--- config.mk ---
export PLATFORM = sky130hd
export DESIGN_NAME = ctrl_unit
export DESIGN_NICKNAME = d
export VERILOG_FILES = /design/src/rtl/ctrl_unit.sv
export SDC_FILE = /design/constraint.sdc
export NUM_CORES = 1
export LEC_CHECK = 0
export CAP_MARGIN = 20
export CORE_MARGIN = 4
export CORE_UTILIZATION = 30
export CTS_CLUSTER_DIAMETER = 60
export DETAILED_ROUTE_END_ITERATION = 7
export PLACE_DENSITY = 0.76
export SYNTH_ARGS = -nofsm -noshare
export SYNTH_HDL_FRONTEND = slang
export SYNTH_SLANG_ARGS = --single-unit
--- constraint.sdc ---
create_clock -name clock -period 1.6 [get_ports clock]
set_input_delay 0.24 -clock clock [delete_from_list [all_inputs] [get_ports clock]]
set_output_delay 0.24 -clock clock [all_outputs]
set_load 0.05 [all_outputs]
--- src/rtl/ctrl_unit.sv ---
// ctrl_unit: multicycle control FSM for the 10-bit processor.
// Loads the IR in T0, then sequences register-file, bus-mux, A/G and ALU
// enables over T1..T3, pulsing done in the last timestep of each instruction.
module ctrl_unit #(
  parameter int unsigned IW   = 10,
  parameter int unsigned NREG = 8
) (
  input  logic            clock,
  input  logic            reset,
  input  logic            run,
  input  logic [IW-1:0]   instr,
  output logic            ir_write,
  output logic [NREG-1:0] reg_in,
  output logic [NREG-1:0] reg_out,
  output logic            din_out,
  output logic            a_in,
  output logic            g_in,
  output logic            g_out,
  output logic [2:0]      alu_op,
  output logic            done
);

  typedef enum logic [1:0] {
    T0 = 2'd0,
    T1 = 2'd1,
    T2 = 2'd2,
    T3 = 2'd3
  } state_t;

  typedef enum logic [3:0] {
    OP_MV  = 4'b0000,
    OP_MVI = 4'b0001,
    OP_ADD = 4'b0010,
    OP_SUB = 4'b0011,
    OP_AND = 4'b0100,
    OP_OR  = 4'b0101
  } opcode_t;

  state_t     state_q, state_d;
  opcode_t    opcode;
  logic [2:0] rx, ry;
  logic       is_alu;

  assign opcode = opcode_t'(instr[IW-1 -: 4]);
  assign rx     = instr[5:3];
  assign ry     = instr[2:0];
  assign is_alu = (opcode == OP_ADD) || (opcode == OP_SUB) ||
                  (opcode == OP_AND) || (opcode == OP_OR);

  // Timestep register; asynchronous reset returns to T0.
  always_ff @(posedge clock or posedge reset) begin
    if (reset) begin
      state_q <= T0;
    end else begin
      state_q <= state_d;
    end
  end

  // Next-state and control decode from timestep, opcode and run.
  always_comb begin
    state_d  = state_q;
    ir_write = 1'b0;
    reg_in   = '0;
    reg_out  = '0;
    din_out  = 1'b0;
    a_in     = 1'b0;
    g_in     = 1'b0;
    g_out    = 1'b0;
    alu_op   = 3'b000;
    done     = 1'b0;

    unique case (state_q)
      T0: begin
        ir_write = run;
        if (run) begin
          state_d = T1;
        end
      end

      T1: begin
        case (opcode)
          OP_MV: begin
            reg_out[ry] = 1'b1;
            reg_in[rx]  = 1'b1;
            done        = 1'b1;
            state_d     = T0;
          end
          OP_MVI: begin
            din_out    = 1'b1;
            reg_in[rx] = 1'b1;
            done       = 1'b1;
            state_d    = T0;
          end
          OP_ADD, OP_SUB, OP_AND, OP_OR: begin
            reg_out[rx] = 1'b1;
            a_in        = 1'b1;
            state_d     = T2;
          end
          default: begin
            // Illegal opcode completes as a NOP.
            done    = 1'b1;
            state_d = T0;
          end
        endcase
      end

      T2: begin
        state_d = T0;
        if (is_alu) begin
          reg_out[ry] = 1'b1;
          g_in        = 1'b1;
          state_d     = T3;
          case (opcode)
            OP_SUB:  alu_op = 3'b001;
            OP_AND:  alu_op = 3'b010;
            OP_OR:   alu_op = 3'b011;
            default: alu_op = 3'b000;
          endcase
        end
      end

      T3: begin
        state_d = T0;
        if (is_alu) begin
          g_out      = 1'b1;
          reg_in[rx] = 1'b1;
          done       = 1'b1;
        end
      end

      default: state_d = T0;
    endcase

    // Outputs are forced low for the whole time reset is held, even though
    // the state register already reads T0.
    if (reset) begin
      ir_write = 1'b0;
      reg_in   = '0;
      reg_out  = '0;
      din_out  = 1'b0;
      a_in     = 1'b0;
      g_in     = 1'b0;
      g_out    = 1'b0;
      alu_op   = 3'b000;
      done     = 1'b0;
    end
  end

endmodule

==> results.txt, run 1 <==
----------------------------------------------------
[Yosys]
  Number of library cell types mapped by synthesis ... 34
  Fraction of registers with async set or reset after synthesis ... 1.00
  Cell count after synthesis ... between 70 and 80
  Fraction of synthesized cell area taken by the top area cell type ... 0.119
  Total standard cell area after synthesis ... 589 µm²
  Commonest cells in the netlist ... 9 x sky130_fd_sc_hd__nor4_1, 8 x sky130_fd_sc_hd__o32ai_1, 6 x sky130_fd_sc_hd__inv_1
  Library cell with the highest instance count after synthesis ... sky130_fd_sc_hd__nor4_1
  Number of synthesized register bits ... 2
  Top flip-flop cell by instance count after synthesis ... sky130_fd_sc_hd__dfrtp_1
  Per-instance average area after synthesis ... between 7 and 8 µm²
  Count of yosys warnings during synthesis ... 0
  Top cells by area in the synthesized netlist ... sky130_fd_sc_hd__o32ai_1 12%, sky130_fd_sc_hd__ha_1 11%, sky130_fd_sc_hd__nor4_1 9.6%, sky130_fd_sc_hd__dfrtp_1 8.5%, sky130_fd_sc_hd__xor2_4 4.7%
  Number of flops mapped to enable cells by yosys ... 0
  Net count after synthesis ... 93
  Fraction of the yosys area taken by sequential cells ... 0.0849
  Largest area contributor in the synthesized netlist ... sky130_fd_sc_hd__o32ai_1

[Placed design]
  I/O Buffers ... 36
  Routability cong. ... roughly 0.75

[Run status]
  Result of the run ... did not finish
  Stopped at ... detailed placement (3_5_place_dp)
  Tool Error ... [ERROR DPL-0038] Utilization greater than 100%, impossible to legalize

[Die]
  Ports ... 38
  Placement Rows ... 15
  Die outline width ... about 52 µm
  Initial cell density of the core ... 0.327
  Vertical extent of the die ... around 52 µm

----------------------------------------------------
[stage by stage]
stage | worst slack (ns) | TNS, ns | hold slack [ns] | cells | cell area (µm²)
floorplan | -0.342 | -4.54 | -0.0137 | 75 | 941
global placement | -0.415 | -8.32 | 0.582 | 174 | 1890
[cells by family after synthesis]
logic type                 after synthesis  share of synthesized area
and+or+nand+nor                         38                      0.410
AOI/OAI and AO/OA                       16                      0.219
buffers and inverters                   10                     0.0955
adders and majority gates                5                      0.106
xor gates and xnor gates                 2                     0.0616
DFF                                      2                     0.0849
other                                    1                    0.00636
muxes                                    1                     0.0170
==> run 2: changes to the inputs <==
--- a/config.mk
+++ b/config.mk
@@ -6,11 +6,10 @@
 export NUM_CORES = 1
 export LEC_CHECK = 0
 export CAP_MARGIN = 20
-export CORE_MARGIN = 4
-export CORE_UTILIZATION = 30
-export CTS_CLUSTER_DIAMETER = 60
+export CORE_AREA = 4 4 65 67
 export DETAILED_ROUTE_END_ITERATION = 7
-export PLACE_DENSITY = 0.76
+export DIE_AREA = 0 0 69 71
+export PLACE_DENSITY_LB_ADDON = 0.15
 export SYNTH_ARGS = -nofsm -noshare
 export SYNTH_HDL_FRONTEND = slang
 export SYNTH_SLANG_ARGS = --single-unit
==> constraint.sdc (replaced) <==
create_clock -name clock -period 2.1 [get_ports clock]
set_input_delay 0.315 -clock clock [delete_from_list [all_inputs] [get_ports clock]]
set_output_delay 0.315 -clock clock [all_outputs]
set_load 0.05 [all_outputs]
==> run 2 against run 1 <==
Net effect:
- synthesized area is the same
- the flow now finishes, with violations (negative setup slack)
- synthesized cell count unchanged
==> results.txt, run 2 <==
----------------------------------------------------
[Run status]
  Result of the run ... complete, but fails checks (was did not finish)
  Failing checks ... negative setup slack

[Drt]
  Remaining number of nets flagged by the antenna check after routing ... 0
  Via-per-instance ratio ... 4.58
  First-iteration detailed-routing DRC count ... 11
  Aggregate routed wire length ... between 2 and 3 mm
  First-pass iteration count of the detailed router ... 2
  Routed len/inst ... 13.9 µm
  Total via count after detailed routing ... between 900 and 1000
  DRC ... 0

[GRT]
  Wire length of the first global-routing pass ... about 4.7 mm
  GRT Util Overall ... 0.113
  Remaining global-route overflow ... 0
  Largest net degree at the start of global routing ... 11
  Initial antenna violation count ... 0
  Via count of the first global-routing pass ... ~960

[Final layout]
  Top reg by flops ... state_q
  Nets ... 169
  Reg area ... between 50 and 60 µm²
  Regs by FF count ... state_q x2
  Number of fill cells ... between 300 and 400
  Ant. Diodes ... 0
  Most frequent standard cell in the layout excluding fill and tap cells ... sky130_fd_sc_hd__buf_4
  Flip-flop count of the largest register, all copies and words added ... 2
  Area of the multi-input gates ... about 780 µm²
  Relative area change from synthesis to final layout ... 217%
  Leading cell types in the layout, fill and taps excluded ... 34 x sky130_fd_sc_hd__buf_4, 24 x sky130_fd_sc_hd__buf_12, 9 x sky130_fd_sc_hd__nor4_4, 7 x sky130_fd_sc_hd__clkdlybuf4s50_1, 6 x sky130_fd_sc_hd__o32ai_2
  Layout cell share with drive strength beyond 1 ... 0.685

[Yosys]
  Synthesized-area fraction occupied by and/or/nand/nor cells ... 0.410 (unchanged)
  Dominant combinational cell family by area after synthesis ... simple AND/OR/NAND/NOR gates (unchanged)
  Post-Synth Adder-Cell Area ... 0.106 (unchanged)
  Library cell with the highest instance count after synthesis ... sky130_fd_sc_hd__nor4_1 (unchanged)
  Total standard cell area after synthesis ... 589 µm² (unchanged)
  Cell count after synthesis ... 75 (unchanged)
  Net count after synthesis ... 93 (unchanged)
  Fraction of registers with async set or reset after synthesis ... 1.00 (unchanged)
  Fraction of synthesized cell area taken by the top area cell type ... 0.119 (unchanged)
  Top cells by area in the synthesized netlist ... sky130_fd_sc_hd__o32ai_1 12%, sky130_fd_sc_hd__ha_1 11%, sky130_fd_sc_hd__nor4_1 9.6%, sky130_fd_sc_hd__dfrtp_1 8.5%, sky130_fd_sc_hd__xor2_4 4.7% (unchanged)
  Commonest cells in the netlist ... 9 x sky130_fd_sc_hd__nor4_1, 8 x sky130_fd_sc_hd__o32ai_1, 6 x sky130_fd_sc_hd__inv_1 (unchanged)
  Number of flops mapped to enable cells by yosys ... 0 (unchanged)
  Number of synthesized register bits ... 2 (unchanged)
  Largest area contributor in the synthesized netlist ... sky130_fd_sc_hd__o32ai_1 (unchanged)
  Parity-gate share of the synthesized area counting xor and xnor cells ... 0.0616 (unchanged)
  Number of library cell types mapped by synthesis ... 34 (unchanged)
  Fraction of the yosys area taken by sequential cells ... 0.0849 (unchanged)
  Per-instance average area after synthesis ... 7.86 µm² (unchanged)
  Portion of netlist area occupied by mux cells ... 0.0170 (unchanged)
  Top flip-flop cell by instance count after synthesis ... sky130_fd_sc_hd__dfrtp_1 (unchanged)
  Compound-cell area share of the yosys netlist ... 0.219 (unchanged)
  Count of yosys warnings during synthesis ... 0 (unchanged)

[Critical path]
  Critical path capture point ... reg_out[3]
  Worst Setup Start Kind ... register
  Kind of cell adding the most delay to the critical path ... compound AO/OA/AOI/OAI gates
  Crit path buffers/inverters ... 3
  Worst R2R End ... state_q[1]
  Critical path startpoint ... state_q[0]
  Crit Reg-Reg Startpoint ... state_q[0]
  Arr. time, crit path ... between 1.5 and 2 ns
  CP Cell Sequence ... inv_2 > ha_4 > buf_6 > nand4_4 > o32ai_2 > buf_12
  CP Class ... reg2out
  Cell at the slowest stage of the critical path ... sky130_fd_sc_hd__o32ai_2
  Critical path capture point type ... output port
  Flop-to-flop setup slack ... ~0.67 ns
  Number of cells on the critical path ... 6
  Worst-case reg-to-reg path depth ... 7
  Critical path's largest stage delay ... roughly 0.39 ns
  Biggest fanout along the worst timing path ... 8
  Worst endpoint required time ... between 1.5 and 2 ns

[STA]
  Final worst-path cycle share ... 1.01
  Final max-slew violation count ... 0
  Peak Freq ... about 470 MHz
  Setup skew after layout ... ~0.0016 ns
  Fin. Hold Viols ... 0
  Final setup violation count ... 2
  Final worst path period need ... roughly 2.1 ns
  Setup repair after global routing missed its margin ... true
  Final worst setup slack ... -0.0242 ns

[Clocking]
  # clock sinks ... 2
  Clock slew seen by the registers of the worst setup and hold paths ... 0.03 ns
  Maximum root-to-sink buffer count ... 2
  Cell at the root of the clock tree ... sky130_fd_sc_hd__clkbuf_8
  CTS H-tree depth ... 1
  TritonCTS buffer count ... 3
  Clock tree from TritonCTS ... done
  Clock Latency Late Sink ... about 0.21 ns
  Post-cts hold buffer count ... 0

[Pwr]
  Power density cells ... 507 mW/mm²
  Static leakage ... 0.000733 µW
  IR Drop Worst-Case VDD ... between 0.5 and 0.6 mV
  Sum of internal, switching and leakage power ... between 900 and 1000 µW

[Worst hold path]
  Tightest Hold Check Type ... in2async

[Die]
  Initial cell density of the core ... 0.162 (was 0.327)
  Ports ... 38 (unchanged)
  DIE AREA ... slightly below 0.005 mm²
  Placement Rows ... 22 (was 15)
  Die outline width ... 69 µm (was 52.3 µm)
  Core area ... 0.00363 mm²
  Vertical extent of the die ... 71 µm (was 52.3 µm)

[Placed design]
  I/O Buffers ... 36 (unchanged)
  Routability cong. ... 0.813 (was 0.755)
  Detail Placement HPWL ... ~2.1 mm
  Place WS ... -0.271 ns

[Flow run]
  Max-cap check violation count ... 0

----------------------------------------------------
[run 2: worst min path at each step]
stage / startpoint / end / slack, ns / cells past startpoint
global placement: state_q[1] / state_q[1] / 0.60 / 2
global route: reset / state_q[1] / 0.18 / 3
floorplan: reset / state_q[0] / 0.06 / 1
detailed placement: state_q[1] / state_q[1] / 0.61 / 2
finish: reset / state_q[1] / 0.16 / 3
CTS: reset / state_q[1] / 0.47 / 3
[run 2: metal layers]
layer	wire length, µm	vias to the layer above	global-route usage
met3	94	0	0.0170
met2	1560	19	0.221
met4	0	0	0.0260
met5	0	-	0
li1	-	442	-
met1	1090	441	0.126
[run 2: layout make-up]
cell class              count  share of cell area
inverters                   6              0.0120
clock buffers               3              0.0221
well taps                  48              0.0321
repair buffers             75               0.490
multi-input cells          63               0.417
flip-flops and latches      2              0.0268
[run 2: repair_timing]
item	in CTS	in global routing
pin swaps	5	9
buffers inserted	4	3
resized for setup	29	10
setup endpoints to repair	20	17
[run 2: cell families after synthesis]
| group | count (synthesis) |
|---|---|
| compound gates | 16 |
| xor+xnor | 2 |
| mux | 1 |
| flops | 2 |
| buf+inv | 10 |
| other cells | 1 |
| simple gates | 38 |
| fa+ha+maj | 5 |
[run 2: tightest hold or removal path, stage by stage]
cell	delay (ns)
sky130_fd_sc_hd__dlymetal6s2s_1	0.15
sky130_fd_sc_hd__buf_4	0.15
sky130_fd_sc_hd__inv_1	0.09
[run 2: metrics by stage]
stage / hold WS, ns / utilization / setup TNS [ns] / std cells / cell area [µm²]
after floorplan: 0.0613 / - / -3.82 / 75 / 712
final: 0.165 / 0.515 / -0.0251 / 197 / 1870
after CTS: 0.469 / 0.501 / -0.199 / 194 / 1820
after global routing: 0.185 / 0.515 / -0.963 / 197 / 1870
after global placement: 0.599 / 0.435 / -3.36 / 187 / 1580
after detailed placement: 0.605 / 0.435 / -3.50 / 187 / 1580
[run 2: where the power goes]
part | internal, µW | switching [µW] | leakage (µW)
Sequential | 53.6 | 12.8 | 0.0000253
Clock | 121 | 30.2 | 0.0000216
Combinational | 356 | 375 | 0.000687
Total | 531 | 418 | 0.000733
No activity file was read; power rests on OpenSTA's default activity.
